[src/rtl/ldpc_iter_ctrl_if.sv]
// rtl/ldpc_iter_ctrl_if.sv - frame handshake, syndrome status and datapath enable bundle
interface ldpc_iter_ctrl_if #(
    parameter int ADDR_W = 2,
    parameter int ITER_W = 4
);
    logic              start;
    logic              syn_ok;
    logic              busy;
    logic              done;
    logic              load_en;
    logic              cnu_en;
    logic              vnu_en;
    logic [ADDR_W-1:0] blk_addr;
    logic [ITER_W-1:0] iter_cnt;
    logic              converged;

    modport master (
        output start, syn_ok,
        input  busy, done, load_en, cnu_en, vnu_en, blk_addr, iter_cnt, converged
    );

    modport slave (
        input  start, syn_ok,
        output busy, done, load_en, cnu_en, vnu_en, blk_addr, iter_cnt, converged
    );
endinterface

[src/rtl/ldpc_iter_ctrl.sv]
// rtl/ldpc_iter_ctrl.sv - LDPC iteration sequencer: LOAD, then CNU/VNU/CHK until convergence or MAX_ITER
// Optional early termination on syndrome pass: define LDPC_EARLY_TERM_EN.
module ldpc_iter_ctrl #(
    parameter int N_BLK    = 4,
    parameter int ADDR_W   = 2,
    parameter int MAX_ITER = 8,
    parameter int ITER_W   = 4
) (
    input  logic               clk,
    input  logic               rst_n,
    ldpc_iter_ctrl_if.slave    bus
);
    typedef enum logic [2:0] {
        S_IDLE,
        S_LOAD,
        S_CNU,
        S_VNU,
        S_CHK,
        S_DONE
    } state_t;

    localparam logic [ADDR_W-1:0] LAST_BLK  = ADDR_W'(N_BLK - 1);
    localparam logic [ITER_W-1:0] LAST_ITER = ITER_W'(MAX_ITER - 1);

    state_t            r_state;
    logic [ADDR_W-1:0] r_blk;
    logic [ITER_W-1:0] r_iter;
    logic              r_conv;
    logic              w_term;
    logic              w_blk_last;

`ifdef LDPC_EARLY_TERM_EN
    assign w_term = bus.syn_ok;
`else
    assign w_term = 1'b0;
`endif

    assign w_blk_last = (r_blk == LAST_BLK);

    always_ff @(posedge clk or negedge rst_n) begin
        if (!rst_n) begin
            r_state <= S_IDLE;
            r_blk   <= '0;
            r_iter  <= '0;
            r_conv  <= 1'b0;
        end else begin
            case (r_state)
                S_IDLE: begin
                    if (bus.start) begin
                        r_state <= S_LOAD;
                        r_blk   <= '0;
                        r_iter  <= '0;
                        r_conv  <= 1'b0;
                    end
                end
                S_LOAD, S_CNU, S_VNU: begin
                    if (w_blk_last) begin
                        r_blk <= '0;
                        case (r_state)
                            S_LOAD:  r_state <= S_CNU;
                            S_CNU:   r_state <= S_VNU;
                            default: r_state <= S_CHK;
                        endcase
                    end else begin
                        r_blk <= r_blk + 1'b1;
                    end
                end
                S_CHK: begin
                    r_iter  <= r_iter + 1'b1;
                    r_conv  <= bus.syn_ok;
                    // r_iter still holds the pre-increment count here
                    r_state <= (w_term || r_iter == LAST_ITER) ? S_DONE : S_CNU;
                end
                S_DONE: begin
                    r_state <= S_IDLE;
                end
                default: begin
                    r_state <= S_IDLE;
                    r_blk   <= '0;
                end
            endcase
        end
    end

    assign bus.busy      = (r_state == S_LOAD) || (r_state == S_CNU) ||
                           (r_state == S_VNU)  || (r_state == S_CHK);
    assign bus.done      = (r_state == S_DONE);
    assign bus.load_en   = (r_state == S_LOAD);
    assign bus.cnu_en    = (r_state == S_CNU);
    assign bus.vnu_en    = (r_state == S_VNU);
    assign bus.blk_addr  = r_blk;
    assign bus.iter_cnt  = r_iter;
    assign bus.converged = r_conv;
endmodule

[src/flat_wrapper.sv]
// flat-port wrapper written by rule: the top's interface ports become plain ports
module ldpc_iter_ctrl_flat 
#(
    parameter int N_BLK    = 4,
    parameter int ADDR_W   = 2,
    parameter int MAX_ITER = 8,
    parameter int ITER_W   = 4
)
  (clk, rst_n, bus_start, bus_syn_ok, bus_busy, bus_done, bus_load_en, bus_cnu_en, bus_vnu_en, bus_blk_addr, bus_iter_cnt, bus_converged);
  ldpc_iter_ctrl_if #(.ADDR_W(ADDR_W), .ITER_W(ITER_W)) bus_i ();
  input  logic clk;
  input  logic rst_n;
  input wire logic [$bits(bus_i.start)-1:0] bus_start;
  input wire logic [$bits(bus_i.syn_ok)-1:0] bus_syn_ok;
  output wire logic [$bits(bus_i.busy)-1:0] bus_busy;
  output wire logic [$bits(bus_i.done)-1:0] bus_done;
  output wire logic [$bits(bus_i.load_en)-1:0] bus_load_en;
  output wire logic [$bits(bus_i.cnu_en)-1:0] bus_cnu_en;
  output wire logic [$bits(bus_i.vnu_en)-1:0] bus_vnu_en;
  output wire logic [$bits(bus_i.blk_addr)-1:0] bus_blk_addr;
  output wire logic [$bits(bus_i.iter_cnt)-1:0] bus_iter_cnt;
  output wire logic [$bits(bus_i.converged)-1:0] bus_converged;
  assign bus_i.start = bus_start;
  assign bus_i.syn_ok = bus_syn_ok;
  assign bus_busy = bus_i.busy;
  assign bus_done = bus_i.done;
  assign bus_load_en = bus_i.load_en;
  assign bus_cnu_en = bus_i.cnu_en;
  assign bus_vnu_en = bus_i.vnu_en;
  assign bus_blk_addr = bus_i.blk_addr;
  assign bus_iter_cnt = bus_i.iter_cnt;
  assign bus_converged = bus_i.converged;
  ldpc_iter_ctrl #(.N_BLK(N_BLK), .ADDR_W(ADDR_W), .MAX_ITER(MAX_ITER), .ITER_W(ITER_W)) u_core (.clk(clk), .rst_n(rst_n), .bus(bus_i));
endmodule
[config.mk]
export PLATFORM = sky130hd
export DESIGN_NAME = ldpc_iter_ctrl_flat
export DESIGN_NICKNAME = d
export VERILOG_FILES = /design/src/rtl/ldpc_iter_ctrl_if.sv /design/src/rtl/ldpc_iter_ctrl.sv /design/src/flat_wrapper.sv
export SDC_FILE = /design/constraint.sdc
export NUM_CORES = 1
export LEC_CHECK = 0
export CAP_MARGIN = 20
export CORE_MARGIN = 4
export CORE_UTILIZATION = 45
export DETAILED_ROUTE_END_ITERATION = 16
export PLACE_DENSITY = 0.75
export SETUP_SLACK_MARGIN = 0.2
export SLEW_MARGIN = 10
export SYNTH_ARGS = -nofsm -noshare
export SYNTH_HDL_FRONTEND = slang
export SYNTH_SLANG_ARGS = --single-unit
[constraint.sdc]
create_clock -name clk -period 1.4 [get_ports clk]
set_input_delay 0.28 -clock clk [delete_from_list [all_inputs] [get_ports clk]]
set_output_delay 0.28 -clock clk [all_outputs]
set_load 0.01 [all_outputs]
# Yosys cells after proc, flatten, opt, wreduce, memory -nomap -nowiden
# Cells that the tools add are included.
# classes
n_addsub,2
eq_ne,9
mux,12
bitwise_logic,1
n_reduce_logical,10
# ops
cell,n
3-bit two-way mux,3
3-bit one-hot mux with 3 select lines,1
4-bit one-hot mux with 2 select lines,1
"3-bit by 2-bit == test with 1-bit output, second input constant",2
"3-bit == test, second input constant",2
2-bit one-hot mux with 3 select lines,1
3-bit one-hot mux with 2 select lines,1
2-bit AND reduction,3
"4-bit by 1-bit adder with 4-bit output, second input constant",1
"4-bit by 3-bit == test with 1-bit output, second input constant",1
2-bit two-way mux,2
4-bit two-way mux,1
"3-bit by 1-bit == test with 1-bit output, second input constant",1
3-bit zero test,1
1-bit logical OR,3
3-bit OR reduction,1
"2-bit by 1-bit adder with 2-bit output, second input constant",1
"2-bit == test, second input constant",1
"2-bit by 1-bit inequality test with 1-bit output, second input constant",1
"2-bit inequality test, second input constant",1
1-bit one-hot mux with 2 select lines,1
2-bit nonzero test,1
2-bit OR reduction,1
1-bit two-way mux,1
1-bit inverter,1
# word_totals
reg_bits,10
output_inout_bits,12
wordCells,38

# Longest topological paths before layout
# depth
word_depth,4
mapped_depth,4
depth_no_buf,4

# Least setup slack after synthesis
# Ideal clock, no wire load.
# synth_path
kind,register -> register
startpoint,register u_core.r_iter[0] (netlist: u_core.bus.iter_cnt[0])
endpoint,register u_core.r_iter[2] (netlist: u_core.bus.iter_cnt[2])
setup_time_ns,0.066
t_arrival_ns,1.271
required_ns,1.334
slack_ns,0.063
path_stages_with_launch,5
synth_period_minus_slack_ns,1.337
cell_sequence,dfrtp_1 -> ha_1 -> or4b_1 -> o21ai_1 -> a22o_1
# synth_between
elab_chain_len,2
# synth_rtl
element,line_no,text
from (decl),ldpc_iter_ctrl.sv:27,logic [ITER_W-1:0] r_iter;
from (signal assigned),ldpc_iter_ctrl.sv:69,r_iter <= r_iter + 1'b1;
4-bit by 1-bit adder with 4-bit output,ldpc_iter_ctrl.sv:69,
4-bit one-hot mux with 2 select lines,ldpc_iter_ctrl.sv:47,case (r_state)
# No other way between the ends.
# A chain may end at the register's enable or synchronous reset.

# Worst setup path in the final report
# layout_path
startpoint,register u_core.r_state[1]
endpoint,output bus_busy
# layout_between
elab_chain_len,4
# layout_rtl
element,line_no,text
from (decl),ldpc_iter_ctrl.sv:25,state_t r_state;
from (signal assigned),ldpc_iter_ctrl.sv:72,r_state <= (w_term || r_iter == LAST_ITER) ? S_DONE : S_CNU;
3-bit by 1-bit == test with 1-bit output or 3-bit by 2-bit == test with 1-bit output (tied branches),ldpc_iter_ctrl.sv:85,assign bus.busy = (r_state == S_LOAD) || (r_state == S_CNU) ||
1-bit logical OR (2 in series),ldpc_iter_ctrl.sv:85,
1-bit logical OR *,ldpc_iter_ctrl.sv:86,(r_state == S_VNU) || (r_state == S_CHK);
to (decl),flat_wrapper.sv:15,output wire logic [$bits(bus_i.busy)-1:0] bus_busy;
# Mark *: on every way between the ends. The rest lies on a longest branch, timed or not.

==> impl_metrics.py <==
metrics = {
    "run_status": {
        "status": "finished with violations",
        "violations": "setup timing",
    },
    "clock_network": {
        "clk_latency_ps": 260,
        "cts_made_buffers": 3,
        "cts_buffer_depth": 2,
        "cts_hold_buf": 0,
        "h-tree-depth": 1,
        "clk_pin_slew_ps": 70,
        "cts.sinks": 10,
        "cts_tree": "done",
        "cts_root_buffer": "clkbuf_4",
    },
    "place": {
        "hpwlAfterDp_um": 956,
        "place_area_um2": 806,
        "dp_slack_ps": -168,
        "port_buffers": 15,
        "placedCellCount": 88,
        "gp_congestion": 0.682,
    },
    "pwr": {
        "total_power_mw": 0.505,
        "p_comb_frac": 0.043,
        "p_sw_frac": 0.206,
        "power_frac_clock": 0.381,
        "ir_worst_vdd_mv": 0.452,
        "power_frac_seq": 0.576,
        "internal_power_mw": 0.401,
        "switchingPower_mw": 0.104,
        "p_leak_nw": 0.493,
        "powerDensity_nw_per_um2": 490,
    },
    "final_layout": {
        "drive_gt1_frac": 0.629,
        "synthToLayoutAreaGrowth_pct": 76.2,
        "nFillCells": 57,
        "diodes": 0,
        "stdcell_count": 111,
        "stdcell_area_um2": 1030,
        "nets": 105,
    },
    "yosys": {
        "yosysTopAreaCell": "dfrtp_1",
        "yosysSeqAreaShare": 0.428,
        "synthArstFlopShare": 1.00,
        "avgSynthCellArea_um2": 10.4,
        "synthTopCellsByCount": "dfrtp_1 (10), a21o_1 (4), buf_2 (4), nor2_1 (4)",
        "synth_edf_count": 0,
        "synth_ff_type": "dfrtp_1",
        "synth_cells": 56,
        "synthTopCellsByArea": "dfrtp_1 (43%), a32o_1 (5.1%), a21o_1 (5.1%)",
        "synth_warnings": 0,
        "synth-seq-cells": 10,
        "yosys.cell_count.top_type": "dfrtp_1",
        "synth_area_um2": 584,
        "synth.net_count": 62,
        "netlist.area_leader.share": 0.428,
        "synth.distinct_cells": 29,
    },
    "floorplanning": {
        "die_area_um2": 1940,
        "die_x_um": 44.0,
        "placementRows": 12,
        "core_um2": 1170,
        "die_y_um": 44.0,
        "ioPinCount": 16,
        "initial_core_util": 0.499,
    },
    "global_route": {
        "grt_pass1_wl_mm": 2.97,
        "antenna_found_initial": 0,
        "grt_start_max_net_pins": 11,
        "grt_pass1_vias": 647,
        "grt_use_total": 0.207,
        "grt_overflow": 0,
    },
    "sta": {
        "worstMarginPinSlew_ps": 472,
        "relSlewSlack": 0.684,
        "setup_ws_ps": -82.5,
        "finalSetupViolCount": 7,
        "fmax_mhz": 675,
        "slew_viol_final": 0,
        "rsz0062_at_grt": "yes",
        "whs_ps": 339,
        "hold_viol": 0,
        "clock_skew_ps": 7.26,
        "period_needed_ps": 1480,
        "fin_crit_sh": 1.06,
    },
    "worst_setup_path": {
        "crit_fanout": 4,
        "reg2reg_slack_ps": -50,
        "ff2ff_path_depth": 5,
        "crit_path_start_kind": "flop",
        "arrival_ps": 1200,
        "end_kind": "output pin",
        "critPathKind": "flop to output pin",
        "critPathRequiredTime_ps": 1120,
        "reg2reg_to": "u_core.bus.iter_cnt[2]$_DFFE_PN0P_",
        "rr_startpoint": "u_core.r_state[1]$_DFFE_PN0P_",
        "cpMaxStageDelayCell": "dfrtp_2",
        "path_cells": "buf_6 -> nor2_4 -> xnor2_2 -> buf_2",
        "max_stage_delay_ps": 410,
    },
    "route": {
        "first_iter_violations": 8,
        "top_layer": "met4",
        "wl_mm": 1.88,
        "vias_per_cell": 5.58,
        "via_count": 619,
        "met3WireLength_um": 118,
        "drc": 0,
        "wl_per_cell_um": 16.9,
        "wl_met2_um": 929,
        "drt.antenna.violating_nets": 0,
        "drt_first_pass_iters": 4,
        "m1WireLength_um": 781,
    },
    "flow_run": {
        "cap_violations": 0,
    },
    "worst_hold_path": {
        "hp-class": "primary input to async pin",
    },
}
==> logic make-up after synthesis <==
kind of cell             synth area share
XOR/XNOR                           0.0150
flip-flops                          0.428
adder cells (fa/ha/maj)            0.0428
AO/OA/AOI/OAI                       0.216
multiplexers                       0.0193
AND/OR/NAND/NOR                     0.238
buffers and inverters              0.0407
==> registers in the layout (all words and copies together) (netlist names) <==
signal,cells
u_core.bus.iter_cnt,4
u_core.bus.blk_addr,2
u_core.bus.converged,1
u_core.r_state,3
==> through the flow <==
stage                     setup TNS, ps   util
after CTS                          -127  0.857
after global placement             -679  0.688
final                              -244  0.879
after detailed placement           -802  0.688
after floorplan                       0      -
after global routing               -696  0.879
==> per-layer routing <==
layer  up-vias  GRT usage
li1        293          -
met1       295      0.265
met2        25      0.328
met3         6     0.0447
met4         0      0.102
met5         -          0
==> cell type report <==
class | instances | area [µm²] | share of cell area
multi-input cells | 41 | 387 | 0.375
inverters | 1 | 3.75 | 0.00365
flip-flops and latches | 10 | 255 | 0.248
clock buffers | 3 | 22.5 | 0.0219
repair buffers | 42 | 344 | 0.334
well taps | 14 | 17.5 | 0.0170
==> power groups by stage <==
stage	sequential [mW]	combinational, mW	clock [mW]
6_report	0.291	0.0217	0.192
5_1_grt	0.291	0.0243	0.213
4_1_cts	0.291	0.0219	0.198
3_5_place_dp	0.296	0.0224	0
3_3_place_gp	0.296	0.0224	0
2_1_floorplan	0.297	0.00339	0
==> worst max-delay path by stage <==
stage | to | startpoint
4_1_cts | bus_busy | u_core.r_state[1]$_DFFE_PN0P_
5_1_grt | u_core.bus.iter_cnt[2]$_DFFE_PN0P_ | u_core.r_state[1]$_DFFE_PN0P_
3_3_place_gp | bus_cnu_en | u_core.r_state[0]$_DFFE_PN0P_
2_1_floorplan | u_core.bus.iter_cnt[2]$_DFFE_PN0P_ | u_core.bus.iter_cnt[0]$_DFFE_PN0P_
3_5_place_dp | bus_cnu_en | u_core.r_state[0]$_DFFE_PN0P_
6_report | bus_busy | u_core.r_state[1]$_DFFE_PN0P_
==> cells in the final DEF, fill, tap and decap left out, types with 2 or more instances in the layout <==
cell,instances
buf_4,18
buf_2,7
buf_6,7
dfrtp_1,6
a21o_1,4
dfrtp_2,4
nor2_1,3
a32o_1,3
clkbuf_4,3
clkdlybuf4s50_1,3
clkbuf_2,3
and3b_1,2
nor2_4,2
a22o_1,2
nand2b_1,2
o21ai_2,2
ha_2,2
clkdlybuf4s15_1,2
buf_8,2
==> worst max-delay path, delay by kind of cell (launching register included) <==
kind,cells,cell delay [ps]
flip-flops,1,410
AND/OR/NAND/NOR,1,120
XOR/XNOR,1,120
buffers and inverters,2,290
==> timing repair <==
action / 4_1_cts / 5_1_grt
pin swaps: 5 / 5
endpoints found under the setup margin: 20 / 22
gates resized for setup: 54 / 16
buffers inserted: 18 / 2
Power figures use the tool's default switching activity.
